### src/rtl/count_event_monitor.sv
// rtl/count_event_monitor.sv - classifies counter value changes into buffered event records
//
// Purpose: samples an upstream 8-bit counter every cycle, classifies each change
// as WRAP, CLEAR, THRESH or JUMP, and queues the records in a DEPTH-entry FIFO
// presented on a valid/ready output. Drops on a full FIFO are flagged.
//
// Ports:
//   clk, reset          clock and asynchronous active-high reset
//   count[7:0]          counter value from the upstream stage
//   threshold[7:0]      compare value for THRESH events
//   thresh_en           enables THRESH events
//   ovf_clr             synchronous clear of overflow/drop_cnt
//   evt_valid/evt_ready head handshake
//   evt_code[1:0]       head type: 00 JUMP, 01 WRAP, 10 THRESH, 11 CLEAR
//   evt_value[7:0]      head payload
//   overflow            sticky drop flag
//   drop_cnt[7:0]       saturating drop count
module count_event_monitor #(
  parameter int DEPTH = 4
) (
  input  logic       clk,
  input  logic       reset,
  input  logic [7:0] count,
  input  logic [7:0] threshold,
  input  logic       thresh_en,
  input  logic       ovf_clr,
  output logic       evt_valid,
  input  logic       evt_ready,
  output logic [1:0] evt_code,
  output logic [7:0] evt_value,
  output logic       overflow,
  output logic [7:0] drop_cnt
);

  localparam int AW = $clog2(DEPTH);

  localparam logic [1:0] CODE_JUMP   = 2'b00;
  localparam logic [1:0] CODE_WRAP   = 2'b01;
  localparam logic [1:0] CODE_THRESH = 2'b10;
  localparam logic [1:0] CODE_CLEAR  = 2'b11;

  logic [7:0]  prev_q;
  logic        prev_vld_q;
  logic [AW:0] wr_ptr_q, wr_ptr_d;
  logic [AW:0] rd_ptr_q, rd_ptr_d;
  logic [9:0]  mem_q [DEPTH];
  logic        evt_valid_q, evt_valid_d;
  logic [9:0]  head_q, head_d;
  logic        overflow_q, overflow_d;
  logic [7:0]  drop_cnt_q, drop_cnt_d;

  logic        det;
  logic [1:0]  det_code;
  logic [7:0]  det_value;
  logic        full, pop, push, drop;

  // Event classification in fixed priority order; a plain +1 step is silent.
  always_comb begin
    det       = 1'b0;
    det_code  = CODE_JUMP;
    det_value = count;
    if (prev_vld_q && (count != prev_q)) begin
      det = 1'b1;
      if ((prev_q == 8'hFF) && (count == 8'h00)) begin
        det_code  = CODE_WRAP;
        det_value = 8'h00;
      end else if (count == 8'h00) begin
        det_code  = CODE_CLEAR;
        det_value = prev_q;
      end else if (thresh_en && (count == threshold)) begin
        det_code  = CODE_THRESH;
      end else if (count == prev_q + 8'd1) begin
        det = 1'b0;
      end
    end
  end

  // Full when the extra pointer bit differs and the index bits match.
  assign full = (wr_ptr_q[AW] != rd_ptr_q[AW]) &&
                (wr_ptr_q[AW-1:0] == rd_ptr_q[AW-1:0]);
  assign pop  = evt_valid_q && evt_ready;
  assign push = det && (!full || pop);
  assign drop = det && full && !pop;

  always_comb begin
    wr_ptr_d    = wr_ptr_q + (AW+1)'(push);
    rd_ptr_d    = rd_ptr_q + (AW+1)'(pop);
    evt_valid_d = (wr_ptr_d != rd_ptr_d);
    // The head register tracks the entry that will sit at rd_ptr_d; when the
    // queue drains to empty and refills this edge, that entry is the new push.
    if (push && (wr_ptr_q[AW-1:0] == rd_ptr_d[AW-1:0])) begin
      head_d = {det_code, det_value};
    end else begin
      head_d = mem_q[rd_ptr_d[AW-1:0]];
    end
    overflow_d = overflow_q;
    drop_cnt_d = drop_cnt_q;
    if (drop) begin
      overflow_d = 1'b1;
      if (ovf_clr) begin
        drop_cnt_d = 8'd1;
      end else if (drop_cnt_q != 8'hFF) begin
        drop_cnt_d = drop_cnt_q + 8'd1;
      end
    end else if (ovf_clr) begin
      overflow_d = 1'b0;
      drop_cnt_d = 8'd0;
    end
  end

  always_ff @(posedge clk or posedge reset) begin
    if (reset) begin
      prev_q      <= 8'd0;
      prev_vld_q  <= 1'b0;
      wr_ptr_q    <= '0;
      rd_ptr_q    <= '0;
      evt_valid_q <= 1'b0;
      head_q      <= 10'd0;
      overflow_q  <= 1'b0;
      drop_cnt_q  <= 8'd0;
    end else begin
      prev_q      <= count;
      prev_vld_q  <= 1'b1;
      wr_ptr_q    <= wr_ptr_d;
      rd_ptr_q    <= rd_ptr_d;
      evt_valid_q <= evt_valid_d;
      head_q      <= head_d;
      overflow_q  <= overflow_d;
      drop_cnt_q  <= drop_cnt_d;
    end
  end

  // Storage needs no reset: pointers alone define which entries are live.
  always_ff @(posedge clk) begin
    if (push) begin
      mem_q[wr_ptr_q[AW-1:0]] <= {det_code, det_value};
    end
  end

  assign evt_valid = evt_valid_q;
  assign evt_code  = head_q[9:8];
  assign evt_value = head_q[7:0];
  assign overflow  = overflow_q;
  assign drop_cnt  = drop_cnt_q;

endmodule
### config.mk
export PLATFORM = sky130hd
export DESIGN_NAME = count_event_monitor
export DESIGN_NICKNAME = d
export VERILOG_FILES = /design/src/rtl/count_event_monitor.sv
export SDC_FILE = /design/constraint.sdc
export NUM_CORES = 1
export LEC_CHECK = 0
export CAP_MARGIN = 10
export CORE_UTILIZATION = 40
export CTS_BUF_LIST = sky130_fd_sc_hd__clkbuf_4 sky130_fd_sc_hd__clkbuf_8 sky130_fd_sc_hd__clkbuf_16
export DETAILED_ROUTE_END_ITERATION = 12
export PLACE_DENSITY = 0.66
export SETUP_SLACK_MARGIN = 0.1
export SYNTH_ARGS = -nofsm -noshare
export SYNTH_HDL_FRONTEND = slang
export SYNTH_SLANG_ARGS = --single-unit
### constraint.sdc
create_clock -name clk -period 4 [get_ports clk]
set_input_delay 1 -clock clk [delete_from_list [all_inputs] [get_ports clk]]
set_output_delay 1 -clock clk [all_outputs]
set_load 0.05 [all_outputs]
==> results of run 1 <==
-- cell usage in the layout, fill, tap and decap left out, types with 9 or more instances in the layout --
master and instances:
buf_4 18, clkbuf_8 9, clkdlybuf4s50_1 40, dfrtp_1 35, edfxtp_1 40, mux2_2 14, nor2_1 11, nor3_1 9
xnor2_1 18, xor2_1 10
-- worst paths after layout --
check | start | end | slack [ps]
worst min-delay path | rd_ptr_q[2]$_DFF_PP0_ | rd_ptr_q[2]$_DFF_PP0_ | 530
min in group asynchronous | reset | drop_cnt[4]$_DFFE_PP0P_ | 1110
max in group asynchronous | reset | head_q[7]$_DFF_PP0_ | 2170
worst max-delay path | count[3] | evt_valid$_DFF_PP0_ | 340
worst max register to register | prev_q[0]$_DFF_PP0_ | evt_valid$_DFF_PP0_ | 910
worst min register to register | rd_ptr_q[2]$_DFF_PP0_ | rd_ptr_q[2]$_DFF_PP0_ | 530
-- through the flow --
step                      TNS, ps  worst slack [ps]  power, mW
after detailed placement    -3.41             -3.41       2.53
after CTS                       0               357       3.15
final                           0               342       3.12
after floorplan                 0               482       2.14
after global placement          0              51.4       2.51
after global routing            0               238       3.29
-- final cells by class --
type,count,area [um^2]
repair buffers,58,536
clock buffers,9,124
fillers,731,4000
well taps,105,131
multi-input cells,161,1400
inverters,6,22.5
flip-flops and latches,75,2080
clock inverters,7,90.1
-- per-layer routing --
metal	vias up	wire length, um	global-route usage (%)
met5	-	0	0
met4	0	77	5.60
met3	8	222	3.32
met2	53	3310	26.8
met1	1102	3060	21.1
li1	1073	-	-
-- cells by family after synthesis --
group                    Yosys count  synth area share (%)
multiplexers                      26                  12.3
flip-flops                        75                  58.5
other                              1                 0.106
buffers and inverters             13                  2.05
AO/OA/AOI/OAI                     30                  6.49
XOR/XNOR                          28                  6.91
AND/OR/NAND/NOR                   70                  11.5
adder cells (fa/ha/maj)            6                  2.12
-- sequential cells by signal (all words and copies together), names as in the netlist --
signal,count
head_q,10
drop_cnt,8
prev_q,8
wr_ptr_q,3
prev_vld_q,1
evt_valid,1
mem_q,40
rd_ptr_q,3
overflow,1
-- critical path, delay by kind of cell --
kind	cells	cell delay [ps]
AOI/OAI and AO/OA	2	590
and+or+nand+nor	2	730
xor gates and xnor gates	4	690
buffers and inverters	2	510
adders and majority gates	2	370
-- power groups by stage --
stage | logic (mW) | registers, mW | clock network, mW
after floorplan | 0.755 | 1.39 | 0
after global placement | 1.34 | 1.18 | 0
after detailed placement | 1.34 | 1.19 | 0
after CTS | 1.34 | 1.17 | 0.637
after global routing | 1.43 | 1.19 | 0.672
final | 1.32 | 1.17 | 0.622
==> impl_metrics.csv, run 1 <==
group,metric,value,unit
yosys,synthTopCellsByArea,"edfxtp_1 34%, dfrtp_1 25%, mux4_1 5.9%, mux2_2 4.4%, xnor2_1 4.4%",
critical_path,worst_path_max_delay_cell,"clkdlybuf4s50_1",
yosys,seq_area_frac_synth,58.5,%
floorplan,design.die.area,0.00925,mm^2
yosys,synth_commonest_cells,"40 x edfxtp_1, 35 x dfrtp_1, 18 x xnor2_1",
hold_path,min_path_type,"reg2reg",
critical_path,cp_data_required_time,4230,ps
final_layout,final_area,0.00438,mm^2
pwr,seqPwrFrac,37.6,%
yosys,yosys.area.top_type,"edfxtp_1",
pwr,pwr-share-clk,20.0,%
routing,dr.pass1.iters,5,
clock_network,clk_pin_slew,80,ps
clock_network,cts_buffers,9,
final_layout,num_antenna_cells,0,
place,dpl.hpwl,4.72,mm
sta,max_freq,273,MHz
sta,fin_crit_sh,91.5,%
critical_path,crit_type,"in2reg",
sta,clock-skew-final,8.76,ps
routing,vias_per_cell,5.31,
floorplan,start_util,42.3,%
yosys,synth_area_per_cell,14.3,um^2
critical_path,slowest_delay,450,ps
yosys,synth_most_common_cell,"edfxtp_1",
yosys,async_flop_share,46.7,%
global_route,grt-ovfl-total,0,
yosys,synth_edf_count,40,
pwr,power_density,712,mW/mm^2
clock_network,post_cts_buffers,0,
sta,hold_violations,0,
critical_path,cp_max_fo,2,
critical_path,startpoint_type,"input pin",
routing,drt_iter0_markers,105,
floorplan,rows,33,
critical_path,cp-end-kind,"register",
clock_network,cts.sinks,75,
final_layout,final_util,52.2,%
sta,slew_headroom,44.5,%
global_route,grt_max_degree,23,
flow_run,maxCapViolCount,0,
routing,drc,0,
yosys,ys_ff_latch,75,
clock_network,cts.repair.resized,0,
yosys,yosysTopAreaCellShare,33.9,%
sta,slew_viol_final,0,
clock_network,htreeDepth,3,
run_status,status,"completed",
global_route,grt_pass1_wl,10.9,mm
global_route,track_usage,16.2,%
routing,drt-total-wl,6.66,mm
place,dp_cells,405,
hold_path,hold_depth,1,
routing,drtAntennaViolNets,0,
clock_network,cts_root_buf,"clkbuf_8",
clock_network,ctsHoldBuffers,0,
critical_path,reg2reg_depth,11,
clock_network,cts_tree,"yes",
sta,rsz0062_at_grt,"no",
yosys,syn_area,0.00355,mm^2
clock_network,clk_latency,350,ps
place,gp_congestion,0.841,
sta,whs,532,ps
critical_path,crit_path_frequent_cell,"xor2_1",
routing,wl_per_cell,15.8,um
sta,tightestPinTransition,832,ps
clock_network,cts_max_path_buffers,2,
pwr,switchingPower,1.12,mW
place,portBuffers,40,
pwr,combPwrFrac,42.5,%
floorplan,core-area,0.00838,mm^2
pwr,vdd_drop_max,360,uV
critical_path,arrival,3890,ps
critical_path,path_cells,"clkdlybuf4s50_1 > xnor2_1 > xor2_1 > or3_1 > o41a_1 > o21ai_4 > inv_1 > ha_1 > ha_1 > xor2_1 > xor2_1 > or3_1",
floorplan,die_x,96.2,um
global_route,grt_pass1_vias,2206,
floorplan,ioPinCount,41,
pwr,total_leakage_power,1.66,nW
yosys,yosysWarnings,0,
yosys,syn_nets,276,
pwr,p_int,1.99,mW
place,dpl_cell_area,0.00417,mm^2
global_route,antenna_found_initial,0,
routing,vias,2236,
yosys,syn_inst,249,
final_layout,syn_to_final_growth,23.4,%
sta,min_period,3660,ps
yosys,synthFlopType,"edfxtp_1",
final_layout,drive_above_1_share,20.6,%
yosys,yosysUniqueCellTypes,55,
final_layout,fin_nets,338,
pwr,switching_share,36.0,%
sta,setup_viol,0,
final_layout,fin_cells,421,
floorplan,die_h,96.2,um
Power figures use the tool's default switching activity.
==> run 2, diff against run 1 <==
CORE_UTILIZATION = 55   (was 40)
PLACE_DENSITY = 0.85   (was 0.66)
TNS_END_PERCENT = 20   (was not set)
==> run 2 against run 1 <==
Effect of this change:
- via count grew 3.3%
- total power grew 2.2%
- wire length grew 7.8%
- first-iteration DRC count grew 79%
- fmax shrank 1.3%
- non-clock buffer count grew 1
- clock skew is essentially flat
- cell area shrank 0.31%
- sequential power is essentially flat
- die area shrank 27%
- hold slack lost 0.80 ps
- largest cell class unchanged
- largest power group unchanged
==> impl_metrics.csv, run 2 (synthesis results as in run 1) <==
group,metric,value,unit
run_status,status,"completed",
global_route,grt_pass1_vias,2351,
sta,slew_viol_final,0,
clock_network,post_cts_buffers,0,
critical_path,worst_path_max_delay_cell,"clkdlybuf4s50_1",
routing,drt-total-wl,7.18,mm
pwr,vdd_drop_max,607,uV
place,gp_congestion,0.903,
sta,tightestPinTransition,650,ps
final_layout,num_antenna_cells,0,
critical_path,crit_path_frequent_cell,"xor2_1",
routing,drt_iter0_markers,188,
final_layout,largest_register_ffs,40,
critical_path,cp_max_fo,2,
sta,max_freq,270,MHz
sta,setup_viol,0,
place,dpl_cell_area,0.00414,mm^2
critical_path,startpoint_type,"input pin",
clock_network,clk_latency,350,ps
global_route,grt_max_degree,36,
sta,clock-skew-final,8.47,ps
flow_run,maxCapViolCount,0,
final_layout,drive_above_1_share,20.8,%
clock_network,cts_tree,"yes",
clock_network,cts_max_path_buffers,2,
global_route,track_usage,24.2,%
critical_path,cp-end-kind,"register",
pwr,total_leakage_power,1.68,nW
clock_network,ctsHoldBuffers,0,
final_layout,final_cell_mix,"40 x clkdlybuf4s50_1, 40 x edfxtp_1, 35 x dfrtp_1",
global_route,grt-ovfl-total,0,
critical_path,crit_type,"in2reg",
clock_network,htreeDepth,3,
floorplan,ioPinCount,41,
clock_network,cts.repair.resized,0,
floorplan,design.die.area,0.00678,mm^2
place,place_ws,-25.4,ps
final_layout,final_util,72.0,%
critical_path,arrival,3940,ps
global_route,grt_pass1_wl,11.6,mm
sta,fin_ws,294,ps
critical_path,cp_data_required_time,4240,ps
floorplan,die_x,82.3,um
final_layout,syn_to_final_growth,23.0,%
critical_path,r2r_slack,820,ps
floorplan,start_util,58.5,%
clock_network,cts.sinks,75,
sta,hold_violations,0,
hold_path,min_path_type,"reg2reg",
clock_network,cts_buffers,9,
sta,slew_headroom,56.4,%
critical_path,cp.buffers_inverters,2,
global_route,antenna_found_initial,0,
clock_network,clk_pin_slew,80,ps
clock_network,cts_root_buf,"clkbuf_8",
sta,min_period,3710,ps
floorplan,core-area,0.00606,mm^2
pwr,power_density,730,mW/mm^2
place,portBuffers,40,
critical_path,cp_top_family,"simple AND/OR/NAND/NOR gates",
final_layout,final_area,0.00437,mm^2
place,dpl.hpwl,4.84,mm
routing,vias,2309,
critical_path,slowest_delay,450,ps
routing,wl_per_cell,18.3,um
sta,rsz0062_at_grt,"no",
routing,dr.pass1.iters,4,
critical_path,path_cells,"clkdlybuf4s50_1 > xnor2_1 > xor2_1 > or3_1 > o41a_1 > o21ai_4 > inv_1 > ha_1 > ha_1 > xor2_1 > xor2_1 > or3_1",
floorplan,die_h,82.3,um
routing,vias_per_cell,5.89,
sta,fin_crit_sh,92.7,%
routing,drtAntennaViolNets,0,
pwr,p_total,3.19,mW
routing,drc,0,
final_layout,fin_nets,339,
floorplan,rows,28,
## run 2: cell count changes in the layout (fill, tap and decap cells not counted), sizes merged
cell / delta
clkinv: -1
buf: +1
bufinv: +1
## run 2: worst register-to-register path: cells and delay by family (launching register included)
family | cells | cell delay (ps)
compound gates | 2 | 630
buf+inv | 1 | 70
simple gates | 2 | 710
fa+ha+maj | 3 | 700
flops | 1 | 460
xor+xnor | 3 | 500
## run 2: power breakdown
part           total [mW]  switching [mW]  internal (mW)  leakage [nW]
clock network       0.669           0.306          0.363         0.117
registers            1.18           0.101           1.08         0.800
logic                1.34           0.730          0.605         0.760
## run 2: layout make-up
type	count	area (um^2)
fill	392	1700
clock inverter	7	106
multi-input combinational	161	1400
clock buffer	9	124
inverter	6	22.5
tap	75	93.8
sequential	75	2080
timing repair buffer	59	543
## run 2: final timing paths
kind | from | endpoint | cells past startpoint
min in group asynchronous | reset | head_q[2]$_DFF_PP0_ | 3
min | drop_cnt[6]$_DFFE_PP0P_ | drop_cnt[6]$_DFFE_PP0P_ | 1
min reg2reg | drop_cnt[6]$_DFFE_PP0P_ | drop_cnt[6]$_DFFE_PP0P_ | 1
max | count[3] | evt_valid$_DFF_PP0_ | 12
max in group asynchronous | reset | rd_ptr_q[2]$_DFF_PP0_ | 3
max reg2reg | prev_q[0]$_DFF_PP0_ | evt_valid$_DFF_PP0_ | 11
## run 2: metrics by stage
stage,setup TNS (ps),hold WS [ps],cells
finish,0,531,392
global route,0,558,392
CTS,0,541,392
detailed placement,-25.4,527,376
global placement,0,507,376
floorplan,0,491,249
## run 2: layer usage
metal	global-route usage, %	part of all wire [%]	vias to the layer above
met4	10.9	1.6	0
li1	-	-	1072
met2	40.7	52	92
met5	0	0	-
met3	5.49	5.9	10
met1	29.9	41	1135
==> run 3, diff against run 2 <==
CTS_BUF_LIST = not set   (was sky130_fd_sc_hd__clkbuf_4 sky130_fd_sc_hd__clkbuf_8 sky130_fd_sc_hd__clkbuf_16)
==> results of run 3 <==
Same layout as run 2: the final DEF is identical, and so are final timing and power.
